### config.mk
export PLATFORM = sky130hd
export DESIGN_NAME = pipelined_carry_lookahead_adder_flat
export DESIGN_NICKNAME = d
export VERILOG_FILES = /design/src/rtl/pipelined_carry_lookahead_adder_if.sv /design/src/rtl/pipelined_carry_lookahead_adder.sv /design/src/flat_wrapper.sv
export SDC_FILE = /design/constraint.sdc
export NUM_CORES = 1
export LEC_CHECK = 0
export CAP_MARGIN = 25
export CORE_MARGIN = 4
export CORE_UTILIZATION = 45
export DETAILED_ROUTE_END_ITERATION = 8
export HOLD_SLACK_MARGIN = 0.15
export PLACE_DENSITY = 0.72
export SETUP_SLACK_MARGIN = 0.02
export SLEW_MARGIN = 20
export SYNTH_ARGS = -nofsm -noshare
export SYNTH_HDL_FRONTEND = slang
export SYNTH_SLANG_ARGS = --single-unit
### constraint.sdc
create_clock -name clk -period 2.5 [get_ports clk]
set_input_delay 0.375 -clock clk [delete_from_list [all_inputs] [get_ports clk]]
set_output_delay 0.375 -clock clk [all_outputs]
set_load 0.005 [all_outputs]
### src/rtl/pipelined_carry_lookahead_adder_if.sv
// Operand/result bus for the pipelined carry-lookahead adder.
// The master drives the operands and out_ready. The slave (the adder) drives in_ready and the results.
interface pipelined_carry_lookahead_adder_if #(
  parameter int unsigned WIDTH = 8
) ();
  logic             in_valid;
  logic             in_ready;
  logic             mode;
  logic             carry_in;
  logic [WIDTH-1:0] x;
  logic [WIDTH-1:0] y;
  logic             out_valid;
  logic             out_ready;
  logic [WIDTH-1:0] z;
  logic             carry_out;
  logic             overflow;
  logic             group_generate;
  logic             group_propagate;

  modport master (
    output in_valid, mode, carry_in, x, y, out_ready,
    input  in_ready, out_valid, z, carry_out, overflow, group_generate, group_propagate
  );

  modport slave (
    input  in_valid, mode, carry_in, x, y, out_ready,
    output in_ready, out_valid, z, carry_out, overflow, group_generate, group_propagate
  );
endinterface

### src/rtl/pipelined_carry_lookahead_adder.sv
// Two-level carry-lookahead adder/subtractor with a 2-stage valid/ready pipeline.
// Stage 1 registers the bit and group generate/propagate signals.
// Stage 2 resolves the group carries with a second lookahead level, then forms the sum and flags.
module pipelined_carry_lookahead_adder #(
  parameter int unsigned WIDTH = 8,
  parameter int unsigned GROUP = 4
) (
  input  logic                             clk,
  input  logic                             rst_n,
  pipelined_carry_lookahead_adder_if.slave bus
);

  localparam int unsigned NG = WIDTH / GROUP;

  if ((WIDTH % GROUP) != 0) begin : g_group_check
    $error("pipelined_carry_lookahead_adder: WIDTH must be a multiple of GROUP");
  end

  logic [WIDTH-1:0] w_yy;
  logic [WIDTH-1:0] w_g;
  logic [WIDTH-1:0] w_p;
  logic             w_cin;
  logic [NG-1:0]    w_gg;
  logic [NG-1:0]    w_gp;
  logic             w_s2_adv;
  logic             w_in_ready;
  logic             w_accept;

  logic [WIDTH-1:0] w_sum;
  logic             w_cout;
  logic             w_ovf;
  logic             w_word_gg;
  logic             w_word_gp;

  logic             r_s1_valid;
  logic [WIDTH-1:0] r_s1_g;
  logic [WIDTH-1:0] r_s1_p;
  logic [NG-1:0]    r_s1_gg;
  logic [NG-1:0]    r_s1_gp;
  logic             r_s1_cin;

  logic             r_s2_valid;
  logic [WIDTH-1:0] r_z;
  logic             r_carry_out;
  logic             r_overflow;
  logic             r_gg;
  logic             r_gp;

  // Effective operands (subtract is x + ~y + 1) and bit-level generate/propagate
  always_comb begin
    w_yy  = bus.mode ? ~bus.y : bus.y;
    w_cin = bus.mode | bus.carry_in;
    w_g   = bus.x & w_yy;
    w_p   = bus.x ^ w_yy;
  end

  // First lookahead level: generate/propagate of each GROUP-bit group
  always_comb begin : p_group_gp
    logic w_acc_g;
    logic w_acc_p;
    w_gg = '0;
    w_gp = '0;
    for (int unsigned k = 0; k < NG; k++) begin
      w_acc_g = 1'b0;
      w_acc_p = 1'b1;
      for (int unsigned j = 0; j < GROUP; j++) begin
        w_acc_g = w_g[k*GROUP+j] | (w_p[k*GROUP+j] & w_acc_g);
        w_acc_p = w_acc_p & w_p[k*GROUP+j];
      end
      w_gg[k] = w_acc_g;
      w_gp[k] = w_acc_p;
    end
  end

  // Handshake: S2 frees when empty or drained, S1 frees when empty or moving on
  assign w_s2_adv   = ~r_s2_valid | bus.out_ready;
  assign w_in_ready = ~r_s1_valid | w_s2_adv;
  assign w_accept   = bus.in_valid & w_in_ready;

  // Stage 1 register: capture operands' generate/propagate terms on accept
  always_ff @(posedge clk or negedge rst_n) begin
    if (!rst_n) begin
      r_s1_valid <= 1'b0;
      r_s1_g     <= '0;
      r_s1_p     <= '0;
      r_s1_gg    <= '0;
      r_s1_gp    <= '0;
      r_s1_cin   <= 1'b0;
    end else if (w_accept) begin
      r_s1_valid <= 1'b1;
      r_s1_g     <= w_g;
      r_s1_p     <= w_p;
      r_s1_gg    <= w_gg;
      r_s1_gp    <= w_gp;
      r_s1_cin   <= w_cin;
    end else if (w_s2_adv) begin
      r_s1_valid <= 1'b0;
    end
  end

  // Second lookahead level: group carries, intra-group carries from each C[k], sum and flags
  always_comb begin : p_resolve
    logic w_c;
    logic w_cb;
    logic w_cmsb;
    w_sum     = '0;
    w_c       = r_s1_cin;
    w_cmsb    = 1'b0;
    w_word_gg = 1'b0;
    w_word_gp = 1'b1;
    for (int unsigned k = 0; k < NG; k++) begin
      w_cb = w_c;
      for (int unsigned j = 0; j < GROUP; j++) begin
        w_sum[k*GROUP+j] = r_s1_p[k*GROUP+j] ^ w_cb;
        w_cmsb           = w_cb;
        w_cb             = r_s1_g[k*GROUP+j] | (r_s1_p[k*GROUP+j] & w_cb);
      end
      w_c       = r_s1_gg[k] | (r_s1_gp[k] & w_c);
      w_word_gg = r_s1_gg[k] | (r_s1_gp[k] & w_word_gg);
      w_word_gp = w_word_gp & r_s1_gp[k];
    end
    w_cout = w_c;
    w_ovf  = w_c ^ w_cmsb;
  end

  // Stage 2 register: result and flags, held while the consumer stalls
  always_ff @(posedge clk or negedge rst_n) begin
    if (!rst_n) begin
      r_s2_valid  <= 1'b0;
      r_z         <= '0;
      r_carry_out <= 1'b0;
      r_overflow  <= 1'b0;
      r_gg        <= 1'b0;
      r_gp        <= 1'b0;
    end else if (w_s2_adv) begin
      r_s2_valid <= r_s1_valid;
      if (r_s1_valid) begin
        r_z         <= w_sum;
        r_carry_out <= w_cout;
        r_overflow  <= w_ovf;
        r_gg        <= w_word_gg;
        r_gp        <= w_word_gp;
      end
    end
  end

  assign bus.in_ready        = w_in_ready;
  assign bus.out_valid       = r_s2_valid;
  assign bus.z               = r_z;
  assign bus.carry_out       = r_carry_out;
  assign bus.overflow        = r_overflow;
  assign bus.group_generate  = r_gg;
  assign bus.group_propagate = r_gp;

endmodule

### src/flat_wrapper.sv
// flat-port wrapper written by rule: the top's interface ports become plain ports
module pipelined_carry_lookahead_adder_flat 
#(
  parameter int unsigned WIDTH = 8,
  parameter int unsigned GROUP = 4
)
  (clk, rst_n, bus_in_valid, bus_mode, bus_carry_in, bus_x, bus_y, bus_out_ready, bus_in_ready, bus_out_valid, bus_z, bus_carry_out, bus_overflow, bus_group_generate, bus_group_propagate);
  pipelined_carry_lookahead_adder_if #(.WIDTH(WIDTH)) bus_i ();
  input  logic clk;
  input  logic rst_n;
  input wire logic [$bits(bus_i.in_valid)-1:0] bus_in_valid;
  input wire logic [$bits(bus_i.mode)-1:0] bus_mode;
  input wire logic [$bits(bus_i.carry_in)-1:0] bus_carry_in;
  input wire logic [$bits(bus_i.x)-1:0] bus_x;
  input wire logic [$bits(bus_i.y)-1:0] bus_y;
  input wire logic [$bits(bus_i.out_ready)-1:0] bus_out_ready;
  output wire logic [$bits(bus_i.in_ready)-1:0] bus_in_ready;
  output wire logic [$bits(bus_i.out_valid)-1:0] bus_out_valid;
  output wire logic [$bits(bus_i.z)-1:0] bus_z;
  output wire logic [$bits(bus_i.carry_out)-1:0] bus_carry_out;
  output wire logic [$bits(bus_i.overflow)-1:0] bus_overflow;
  output wire logic [$bits(bus_i.group_generate)-1:0] bus_group_generate;
  output wire logic [$bits(bus_i.group_propagate)-1:0] bus_group_propagate;
  assign bus_i.in_valid = bus_in_valid;
  assign bus_i.mode = bus_mode;
  assign bus_i.carry_in = bus_carry_in;
  assign bus_i.x = bus_x;
  assign bus_i.y = bus_y;
  assign bus_i.out_ready = bus_out_ready;
  assign bus_in_ready = bus_i.in_ready;
  assign bus_out_valid = bus_i.out_valid;
  assign bus_z = bus_i.z;
  assign bus_carry_out = bus_i.carry_out;
  assign bus_overflow = bus_i.overflow;
  assign bus_group_generate = bus_i.group_generate;
  assign bus_group_propagate = bus_i.group_propagate;
  pipelined_carry_lookahead_adder #(.WIDTH(WIDTH), .GROUP(GROUP)) u_core (.clk(clk), .rst_n(rst_n), .bus(bus_i));
endmodule
==> run_results.csv <==
group,metric,value,unit
outcome,status,"finished clean",
clock_tree,cts_htree_levels,2,
timing,hold_ws,505,ps
clock_tree,clockBufferDepth,2,
synthesis,syn_nets,163,
worst_setup_path,worstSetupStartpointType,"flip-flop",
hold_path,hold_path.class,"flip-flop to flip-flop",
worst_setup_path,crit_fanout,4,
cells_and_area,final_nets,204,
worst_setup_path,cpMaxStageDelayCell,"dfrtp_1",
synthesis,synth_edf_count,0,
floorplan,start_util,46.9,%
synthesis,avgSynthCellArea,13.6,sq um
clock_tree,root_buffer,"clkbuf_8",
timing,rsz0062_at_grt,"false",
placement,dp_hpwl,2400,um
drt,drt_iter0_drc,30,
flow_run,maxCapViolCount,0,
cells_and_area,n_fill_cell,322,
floorplan,die_y,70.0,um
hold_path,holdCritStartpoint,"u_core.r_s1_g[1]$_DFFE_PN0P_",
global_routing,grt_first_pass_wirelength,5530,um
worst_setup_path,worstPathRequired,2660,ps
clock_tree,cts.sinks,33,
floorplan,dieArea,4900,sq um
synthesis,ys_warn_count,0,
pwr,leakage,0.00102,uW
placement,port_buffers,35,
global_routing,grt_use_total,14.2,%
timing,finalHoldViolations,0,
cells_and_area,syn_to_final_growth,27.4,%
drt,vias,1085,
worst_setup_path,r2r_end,"u_core.bus.z[7]$_DFFE_PN0P_",
synthesis,yosys_most_used_dff,"dfrtp_1",
pwr,power_density,803,nW/um^2
worst_setup_path,r2r-start,"u_core.r_s1_cin$_DFFE_PN0P_",
worst_setup_path,slowest_delay,420,ps
global_routing,first_global_vias,1146,
pwr,irDropWorstVdd,394,uV
timing,clock_skew,4.94,ps
global_routing,grt_remaining_overflow,0,
synthesis,ys_ff_latch,33,
timing,post-route-period-util,94.4,%
timing,finalSetupViolations,0,
worst_setup_path,worst-setup-path-type,"flip-flop to flip-flop",
drt,ant_nets,0,
hold_path,hold_path_depth,1,
drt,drt-wirelength-per-cell,14.6,um
synthesis,netlist_area,1730,sq um
clock_tree,cts_setup_buffers,0,
clock_tree,cts_tree,"built",
timing,fmax,424,MHz
clock_tree,clk_pin_slew,60,ps
clock_tree,clk_latency,270,ps
global_routing,grt_max_degree,34,
cells_and_area,layout.area.seq,826,sq um
clock_tree,cts_hold_buf,0,
timing,tns,0,ps
timing,relSlewSlack,73.1,%
synthesis,synth_cell_types,27,
drt,dr.pass1.iters,4,
worst_setup_path,cp-end-kind,"flip-flop",
worst_setup_path,reg2reg_depth,9,
synthesis,async_flop_share,100,%
drt,drt_wl_total,3160,um
clock_tree,cts_resized,0,
worst_setup_path,crit_arrival,2520,ps
cells_and_area,n_antenna_cell,0,
timing,drv_slew,0,
worst_setup_path,critPathBufInv,0,
drt,post-route-drc-count,0,
floorplan,core,3690,sq um
floorplan,boundaryPins,36,
timing,finalCriticalPeriod,2360,ps
clock_tree,cts_made_buffers,5,
worst_setup_path,reg2reg_setup_slack,140,ps
worst_setup_path,worst_path_most_repeated_cell,"ha_1",
floorplan,chipWidth,70.0,um
cells_and_area,multi_input_area,861,sq um
drt,avgViaCountPerCell,5.00,
synthesis,syn_inst,127,
cells_and_area,layout-drive-gt1-share,25.4,%
synthesis,ys_seq_area_share,47.7,%
hold_path,hold_end,"u_core.r_s1_g[1]$_DFFE_PN0P_",
timing,worstMarginPinSlew,404,ps
worst_setup_path,critPathTopFamily,"simple AND/OR/NAND/NOR gates",
floorplan,num_rows,22,
global_routing,antenna_found_initial,0,
worst_setup_path,path_cells,"a21o_1, ha_1, or2_2, ha_1, or2_2, ha_1, nor2_2, xnor2_1, mux2_2",
placement,gp_congestion,0.745,
worst register-to-register path: stages, from the launching register on:
cell	delay (ps)
dfrtp_1	420
a21o_1	200
ha_1	190
or2_2	290
ha_1	190
or2_2	290
ha_1	210
nor2_2	140
xnor2_1	80
mux2_2	260
final cells by class:
class	count	area share [%]
clock buffer	6	3.29
sequential	33	37.4
timing repair buffer	37	16.6
multi-input combinational	88	39.0
tap	48	2.72
inverter	3	0.510
clock inverter	2	0.454
logic make-up (layout without fill, tap and decap cells):
logic type,count (synthesis),after routing,share of synthesized area (%)
DFF,33,33,47.7
muxes,27,27,20.7
and+or+nand+nor,21,21,8.67
AOI/OAI and AO/OA,16,16,5.06
adders and majority gates,14,14,10.1
xor gates and xnor gates,10,10,5.06
buffers and inverters,6,48,2.75
layout by cell type, fill, tap and decap left out, types with 2 or more instances in the layout:
| master | n |
|---|---|
| clkbuf_8 | 5 |
| clkdlybuf4s50_1 | 35 |
| dfrtp_1 | 33 |
| a31oi_1 | 2 |
| buf_4 | 2 |
| xnor2_1 | 2 |
| o21ai_0 | 4 |
| mux2i_1 | 2 |
| nor2_1 | 3 |
| clkinv_2 | 2 |
| nand4_1 | 3 |
| a21o_1 | 2 |
| inv_1 | 3 |
| a21oi_1 | 8 |
| xor2_1 | 8 |
| or2_2 | 4 |
| mux2_4 | 15 |
| ha_1 | 14 |
| mux2_2 | 10 |
| nand2_1 | 2 |
metal layers:
metal	GRT usage, %	vias up	part of all wire (%)
met5	0	-	0
met1	19.1	524	46
met4	5.11	0	1.1
met2	21.9	26	48
met3	3.60	2	4.2
li1	-	533	-
state kept, by name (all words and copies together), names as in the netlist:
signal / cells
u_core.bus.carry_out: 1
u_core.bus.overflow: 1
u_core.r_s1_cin: 1
u_core.r_s1_p: 8
u_core.bus.group_generate: 1
u_core.r_s1_g: 6
u_core.r_s1_gg: 2
u_core.r_s1_valid: 1
u_core.bus.out_valid: 1
u_core.bus.group_propagate: 1
u_core.bus.z: 8
u_core.r_s1_gp: 2
stage by stage:
| step | setup WS [ps] | total power (uW) | area, sq um | std cells | util, % |
|---|---|---|---|---|---|
| 2_1_floorplan | 234 | 1130 | 1730 | 127 | - |
| 3_3_place_gp | 165 | 1410 | 2120 | 209 | 57.5 |
| 3_5_place_dp | 109 | 1420 | 2120 | 209 | 57.5 |
| 4_1_cts | 99.8 | 1800 | 2200 | 217 | 59.7 |
| 5_1_grt | 43.9 | 1900 | 2210 | 217 | 59.8 |
| 6_report | 139 | 1770 | 2210 | 217 | 59.8 |
worst max path at each step:
| stage | from | end | slack [ps] | cells after the start |
|---|---|---|---|---|
| after floorplan | u_core.r_s1_cin$_DFFE_PN0P_ | u_core.bus.z[7]$_DFFE_PN0P_ | 230 | 9 |
| after global placement | u_core.r_s1_cin$_DFFE_PN0P_ | u_core.bus.z[7]$_DFFE_PN0P_ | 170 | 9 |
| after detailed placement | u_core.r_s1_cin$_DFFE_PN0P_ | u_core.bus.z[7]$_DFFE_PN0P_ | 110 | 9 |
| after CTS | u_core.r_s1_cin$_DFFE_PN0P_ | u_core.bus.z[7]$_DFFE_PN0P_ | 100 | 9 |
| after global routing | u_core.r_s1_cin$_DFFE_PN0P_ | u_core.bus.z[7]$_DFFE_PN0P_ | 40 | 9 |
| final | u_core.r_s1_cin$_DFFE_PN0P_ | u_core.bus.z[7]$_DFFE_PN0P_ | 140 | 9 |
cells in the mapped netlist, types with 2 or more instances:
cell,number,share of area (%)
or2_2,4,1.4
a31oi_1,2,0.72
nand4_1,3,1.1
mux2_4,15,13
inv_1,3,0.65
o21ai_0,4,1.2
mux2_2,10,6.5
mux2i_1,2,1.2
xnor2_1,2,1.0
a21oi_1,8,2.3
a21o_1,2,0.87
nor2_1,4,0.87
xor2_1,8,4.0
nand2_1,2,0.43
ha_1,14,10
dfrtp_1,33,48
where the power goes:
part	leakage (uW)	total, uW	switching, uW	internal [uW]
Combinational	0.000584	638	208	430
Sequential	0.000396	768	87.2	681
Clock	0.0000450	366	173	192
Total	0.00102	1770	469	1300
Power figures use the tool's default switching activity.
